==> src/rtl/pat_gen_engine.sv <==
// pat_gen_engine: plays a bit pattern stored in a byte-wide RAM onto up to
// eight GPIO lines at a programmable step rate.
//
// Ports:
//   clk, rst_n_sync      clock, asynchronous active-low reset
//   enable               run request (rising edge starts a run)
//   repeat_enable        loop back to byte 0 after end_address (live)
//   stage1_count_sel     prescaler select, step = (sel+1) * 2^timestep
//   num_gpio_sel         output width 1/2/4/8 bits
//   timestep_sel         step multiplier exponent, clamped to 15
//   end_address          last pattern byte address
//   ram_rd_en, ram_addr  pattern RAM read request
//   ram_rd_data          RAM data, valid one cycle after ram_rd_en
//   gpio_out             current pattern sample, unused upper bits zero
//   active, done         status: FETCH/RUN, DONE
//
// Optional feature: define PAT_GEN_TRIG_EN to add trig_in; a run then starts
// on enable=1 plus a trig_in rising edge, and every repeat wrap waits (holding
// the last sample) for another trig_in rising edge.
module pat_gen_engine #(
    parameter int unsigned ADDR_W = 13
) (
    input  logic              clk,
    input  logic              rst_n_sync,
    input  logic              enable,
    input  logic              repeat_enable,
    input  logic [3:0]        stage1_count_sel,
    input  logic [1:0]        num_gpio_sel,
    input  logic [4:0]        timestep_sel,
    input  logic [ADDR_W-1:0] end_address,
    output logic              ram_rd_en,
    output logic [ADDR_W-1:0] ram_addr,
    input  logic [7:0]        ram_rd_data,
    output logic [7:0]        gpio_out,
    output logic              active,
`ifdef PAT_GEN_TRIG_EN
    input  logic              trig_in,
`endif
    output logic              done
);

    localparam int unsigned CNT_W = 20;

    typedef enum logic [1:0] {IDLE, FETCH, RUN, DONE} state_t;

    state_t            state;
    logic              en_prev;
    logic              rd_vld_q;
    logic [ADDR_W-1:0] end_q;
    logic [1:0]        gsel_q;
    logic [4:0]        ts_q;
    logic [3:0]        s1_q;
    logic [ADDR_W-1:0] byte_addr;
    logic [7:0]        shift_q;
    logic [3:0]        left_q;
    logic [7:0]        buf_q;
    logic              buf_vld;
    logic [CNT_W-1:0]  step_cnt;
`ifdef PAT_GEN_TRIG_EN
    logic              trig_prev;
`endif

    logic [3:0]        ts_eff;
    logic [CNT_W-1:0]  period_raw;
    logic [CNT_W-1:0]  period;
    logic [3:0]        w_bits;
    logic [7:0]        mask;
    logic [3:0]        spb;
    logic [ADDR_W-1:0] next_addr;
    logic [ADDR_W-1:0] next2_addr;
    logic [7:0]        new_byte;
    logic              at_end;
    logic              start_go;
    logic              wrap_go;

    // Step period, sample geometry and address sequencing from latched config
    always_comb begin
        ts_eff     = (ts_q > 5'd15) ? 4'd15 : ts_q[3:0];
        period_raw = (CNT_W'(s1_q) + CNT_W'(1)) << ts_eff;
        period     = (period_raw < CNT_W'(2)) ? CNT_W'(2) : period_raw;
        w_bits     = 4'd1 << gsel_q;
        mask       = 8'((9'd1 << w_bits) - 9'd1);
        spb        = 4'd8 >> gsel_q;
        at_end     = (byte_addr == end_q);
        next_addr  = at_end ? '0 : byte_addr + ADDR_W'(1);
        next2_addr = (next_addr == end_q) ? '0 : next_addr + ADDR_W'(1);
        // The prefetched byte may still be on the RAM bus when it is needed
        new_byte   = buf_vld ? buf_q : ram_rd_data;
`ifdef PAT_GEN_TRIG_EN
        start_go   = enable & trig_in & ~trig_prev;
        wrap_go    = trig_in & ~trig_prev;
`else
        start_go   = enable & ~en_prev;
        wrap_go    = 1'b1;
`endif
    end

    // Sequencer: state, RAM requests, prefetch buffer and sample output
    always_ff @(posedge clk or negedge rst_n_sync) begin
        if (!rst_n_sync) begin
            state     <= IDLE;
            // Reset as "high" so an enable held through reset is not an edge
            en_prev   <= 1'b1;
            rd_vld_q  <= 1'b0;
            end_q     <= '0;
            gsel_q    <= '0;
            ts_q      <= '0;
            s1_q      <= '0;
            byte_addr <= '0;
            shift_q   <= '0;
            left_q    <= '0;
            buf_q     <= '0;
            buf_vld   <= 1'b0;
            step_cnt  <= '0;
            ram_rd_en <= 1'b0;
            ram_addr  <= '0;
            gpio_out  <= '0;
            active    <= 1'b0;
            done      <= 1'b0;
`ifdef PAT_GEN_TRIG_EN
            trig_prev <= 1'b0;
`endif
        end else begin
            en_prev   <= enable;
            rd_vld_q  <= ram_rd_en & enable;
            ram_rd_en <= 1'b0;
`ifdef PAT_GEN_TRIG_EN
            trig_prev <= trig_in;
`endif
            case (state)
                IDLE: begin
                    gpio_out <= '0;
                    done     <= 1'b0;
                    if (start_go) begin
                        state     <= FETCH;
                        end_q     <= end_address;
                        gsel_q    <= num_gpio_sel;
                        ts_q      <= timestep_sel;
                        s1_q      <= stage1_count_sel;
                        byte_addr <= '0;
                        buf_vld   <= 1'b0;
                        ram_rd_en <= 1'b1;
                        ram_addr  <= '0;
                        active    <= 1'b1;
                    end
                end
                FETCH: begin
                    if (!enable) begin
                        state    <= IDLE;
                        gpio_out <= '0;
                        active   <= 1'b0;
                        buf_vld  <= 1'b0;
                    end else if (rd_vld_q) begin
                        // First byte in hand; prefetch the next one right away
                        state     <= RUN;
                        shift_q   <= ram_rd_data;
                        left_q    <= spb;
                        byte_addr <= '0;
                        step_cnt  <= '0;
                        ram_rd_en <= 1'b1;
                        ram_addr  <= next_addr;
                    end
                end
                RUN: begin
                    if (!enable) begin
                        state    <= IDLE;
                        gpio_out <= '0;
                        active   <= 1'b0;
                        buf_vld  <= 1'b0;
                    end else begin
                        if (rd_vld_q) begin
                            buf_q   <= ram_rd_data;
                            buf_vld <= 1'b1;
                        end
                        if (step_cnt != '0) begin
                            step_cnt <= step_cnt - CNT_W'(1);
                        end else if (left_q != 4'd0) begin
                            gpio_out <= shift_q & mask;
                            shift_q  <= shift_q >> w_bits;
                            left_q   <= left_q - 4'd1;
                            step_cnt <= period - CNT_W'(1);
                        end else if (at_end && !repeat_enable) begin
                            state    <= DONE;
                            gpio_out <= '0;
                            active   <= 1'b0;
                            done     <= 1'b1;
                            buf_vld  <= 1'b0;
                        end else if (!at_end || wrap_go) begin
                            // Byte exhausted: play next byte, request the one after
                            gpio_out  <= new_byte & mask;
                            shift_q   <= new_byte >> w_bits;
                            left_q    <= spb - 4'd1;
                            byte_addr <= next_addr;
                            buf_vld   <= 1'b0;
                            ram_rd_en <= 1'b1;
                            ram_addr  <= next2_addr;
                            step_cnt  <= period - CNT_W'(1);
                        end
                    end
                end
                DONE: begin
                    gpio_out <= '0;
                    if (!enable) begin
                        state <= IDLE;
                        done  <= 1'b0;
                    end
                end
                default: state <= IDLE;
            endcase
        end
    end

endmodule

==> config.mk <==
export PLATFORM = sky130hd
export DESIGN_NAME = pat_gen_engine
export DESIGN_NICKNAME = d
export VERILOG_FILES = /design/src/rtl/pat_gen_engine.sv
export SDC_FILE = /design/constraint.sdc
export NUM_CORES = 1
export LEC_CHECK = 0
export CORE_AREA = 2 2 121 123
export DETAILED_ROUTE_END_ITERATION = 16
export DIE_AREA = 0 0 123 125
export PLACE_DENSITY_LB_ADDON = 0.25
export REMOVE_ABC_BUFFERS = 1
export SETUP_SLACK_MARGIN = 0.2
export SLEW_MARGIN = 25
export SYNTH_ARGS = -nofsm -noshare
export SYNTH_HDL_FRONTEND = slang
export SYNTH_SLANG_ARGS = --single-unit
==> constraint.sdc <==
create_clock -name clk -period 4.5 [get_ports clk]
set_input_delay 0.9 -clock clk [delete_from_list [all_inputs] [get_ports clk]]
set_output_delay 0.9 -clock clk [all_outputs]
set_load 0.05 [all_outputs]
==> impl_results.md <==
* Slew Limit Fails at 0
* Sw Pwr at ~3.4 mW
* # diodes at 0
* Power density over cell area at 806 nW/um^2
* Die area at 15400 um^2
* Data arrival, critical path at 4.39 ns
* Post-CTS Hold Buffers at 0
* Fmax achieved at around 240 MHz
* Initial antenna violation count at 0
* Syn Inst Count at 850
* Worst slew pin tran at 0.800 ns
* EDFF count, synth at 0
* Tcrit/Tclk final at 0.920
* Clock power frac at 0.123
* Filler Cell Count at 1230
* Max-slew headroom at 0.466
* Clk_lat worst skew at roughly 0.36 ns
* Clock Skew at 0.00856 ns
* CP Class: flip-flop to flip-flop
* Multi-input logic area at 4470 um^2
* First-pass iteration count of the detailed router at 5
* Final setup TNS at 0 ns
* # IOs at 60
* Critical path fanouts, max at 11
* IR drop worst, VDD at 0.000396 V
* Synth cell types at 88
* Top cells by area in the synthesized netlist: dfrtp_1 35%, mux2_2 5.3%, a21oi_1 4.1%
* Via Count at 6962
* Bufs on Longest Clock Path at 2
* Placed Instances at 1057
* First-pass GRT wire length at 33.3 mm
* Min cycle time layout at 4.14 ns
* DIE HEIGHT at between 100 and 150 um
* Outcome: complete, no violations
* Port Buf Inserts at 59
* Grt total ovfl at 0
* CTS clk-pin slew, worst paths at 0.08 ns
* Cts bufs inserted at 9
* Final Core Density at 0.605
* Final Cell Area at 8590 um^2
* TritonCTS clock tree: built
* Area share of the leading cell type in the synthesized netlist at 0.353
* Reg area at 2660 um^2
* Hold Crit Class: flip-flop to flip-flop
* CP Launch Type: flip-flop
* CTS Sinks at around 110
* Floorplan row count at 44
* ANT nets after route at 0
* CP endpoint kind: flip-flop
* Final Hold Fails at 0
* # setup viols final at 0
* Register area share after synthesis at 0.356
* Warnings from Yosys at 0
* Area Overhead vs Synth at 15.3%
* Final Wtd Congestion at 0.972
* Crit path required time at ~4.8 ns
* Maxcap violations at 0
* Largest net degree at the start of global routing at 52
* RSZ-0062 raised after global routing: false
* Final #Nets at 943
* FFs w/ async S/R, synth at 1.00
* Drt total wl at a little over 20 mm
* H-Tree Depth at 3
* Iteration-0 DRC Markers at 865
* Core Region at 14200 um^2
* Layout cells sized above 1 at 0.136
* Die X at 123 um
* Initial Util at 0.524
* Vias in the first global route at 6615
* Pint at 3.48 mW
* Leak Pwr at 3.49 nW
* Cell area after synthesis at roughly 7400 um^2
* Clock root buffer master: clkbuf_16
* Final std cells w/o fill at roughly 1100
* Area leader, netlist: dfrtp_1
* Synth Area per Inst at 8.76 um^2
* Vias/cell at between 6 and 7
* GRT Util Overall at 0.270
* Sw Ratio at 0.497
* #FFs+latches synth at between 100 and 150
* Sequential power share at 0.239
* Placed inst area at around 8100 um^2
* Post-detail-place hpwl at 14.6 mm
* DR WL/cell at about 19 um
* DRC at 0
* Synth Flop Type: dfrtp_1
* Logic pwr share at 0.638
[layer usage]
layer / wire length [um] / GRT usage / share of wire / up-vias
met5: 0 / 0 / 0 / -
met4: 503 / 0.0922 / 0.024 / 0
met3: 1220 / 0.0470 / 0.059 / 56
met2: 9840 / 0.427 / 0.48 / 271
met1: 8980 / 0.375 / 0.44 / 3412
li1: - / - / - / 3223
[cells by family after synthesis]
logic type	share of synthesized area
flops	0.356
xor+xnor	0.0554
simple gates	0.202
compound gates	0.231
mux	0.0757
buf+inv	0.0542
fa+ha+maj	0.0252
[state kept, by name, summed over array words and instances, names as in the netlist, 2 cells and up]
| name | count |
|---|---|
| gsel_q | 2 |
| ram_addr | 13 |
| gpio_out | 8 |
| ts_q | 5 |
| shift_q | 8 |
| s1_q | 4 |
| step_cnt | 20 |
| end_q | 13 |
| byte_addr | 13 |
| state | 2 |
| left_q | 4 |
| buf_q | 8 |
[critical path, stage by stage, from the launching register on]
cell       delay (ns)
dfrtp_1          0.57
inv_1            0.15
or4_1            0.49
a311o_1          0.38
a2111oi_4        0.34
nand2_2          0.11
a41oi_2          0.23
ha_2             0.23
nand2_1          0.07
or4_4            0.55
nand3b_4         0.20
nor4_4           0.19
mux2_2           0.37
a21o_1           0.16
[synthesized netlist by cell type, drive strengths merged (3+ instances only)]
library cell and instances:
a211o 4, nor4b 5, nor4 14, buf 18
nand4 8, o2111ai 3, or3 10, and3 10
mux2 35, xor2 13, and4 3, o31ai 19
nand2 78, clkbuf 37, a22o 4, nand3 24
xnor2 26, o2bb2ai 5, a211oi 5, dfrtp 105
o22ai 13, o21a 4, or4 6, o211ai 5
nor2 65, nand2b 7, nor3 36, o41ai 6
mux2i 17, a21o 7, a21oi 61, ha 15
or2 4, and2 6, nor2b 5, a32oi 11
a31oi 12, o21ai 65, a22oi 9, inv 33
[metrics by stage]
stage	power [mW]	hold slack, ns	setup slack (ns)
2_1_floorplan	4.64	0.464	0.0973
3_3_place_gp	5.66	0.464	0.156
3_5_place_dp	5.74	0.470	0.0827
4_1_cts	6.68	0.487	0.218
5_1_grt	7.43	0.517	0.211
6_report	6.92	0.481	0.361
[cell type report]
class / instances / area share
inverter: 34 / 0.0149
sequential: 106 / 0.309
multi-input combinational: 655 / 0.520
clock buffer: 9 / 0.0262
timing repair buffer: 86 / 0.0925
clock inverter: 7 / 0.00991
tap: 184 / 0.0268
[path summary, 6_finish.rpt]
| kind | startpoint | endpoint | slack [ns] | cells past startpoint |
|---|---|---|---|---|
| max | ts_q[0]$_DFFE_PN0P_ | step_cnt[16]$_DFFE_PN0P_ | 0.36 | 13 |
| min | gpio_out[5]$_DFFE_PN0P_ | gpio_out[5]$_DFFE_PN0P_ | 0.48 | 2 |
| max reg2reg | ts_q[0]$_DFFE_PN0P_ | step_cnt[16]$_DFFE_PN0P_ | 0.36 | 13 |
| min reg2reg | gpio_out[5]$_DFFE_PN0P_ | gpio_out[5]$_DFFE_PN0P_ | 0.48 | 2 |
| max in group asynchronous | rst_n_sync | en_prev$_DFF_PN1_ | 3.01 | 2 |
| min in group asynchronous | rst_n_sync | s1_q[3]$_DFFE_PN0P_ | 0.59 | 1 |
[layout by cell type, fill, tap and decap left out, types with 11 or more instances in the layout]
| cell | instances |
|---|---|
| dfrtp_1 | 103 |
| nand2_1 | 77 |
| nor2_1 | 64 |
| a21oi_1 | 60 |
| o21ai_0 | 59 |
| clkdlybuf4s50_1 | 58 |
| mux2_2 | 35 |
| inv_1 | 33 |
| nor3_1 | 33 |
| buf_4 | 27 |
| xnor2_1 | 25 |
| nand3_1 | 23 |
| o31ai_1 | 17 |
| mux2i_1 | 17 |
| ha_1 | 13 |
| a31oi_1 | 12 |
| xor2_1 | 12 |
| o22ai_1 | 11 |
| a32oi_1 | 11 |
[power by group through the flow]
stage          Combinational [mW]  Sequential, mW  Clock, mW
2_1_floorplan                3.01            1.62          0
4_1_cts                      4.18            1.63      0.863
3_5_place_dp                 4.09            1.65          0
5_1_grt                      4.81            1.71      0.907
6_report                     4.42            1.66      0.851
3_3_place_gp                 4.03            1.63          0
[repair_timing]
action                     4_1_cts  5_1_grt
setup endpoints to repair        1        1
pin swaps                        2        6
hold endpoints to repair         0        0
resized for setup                4       11
setup buffers                    2        6
cloned                           0        0
No activity file was read; power rests on OpenSTA's default activity.
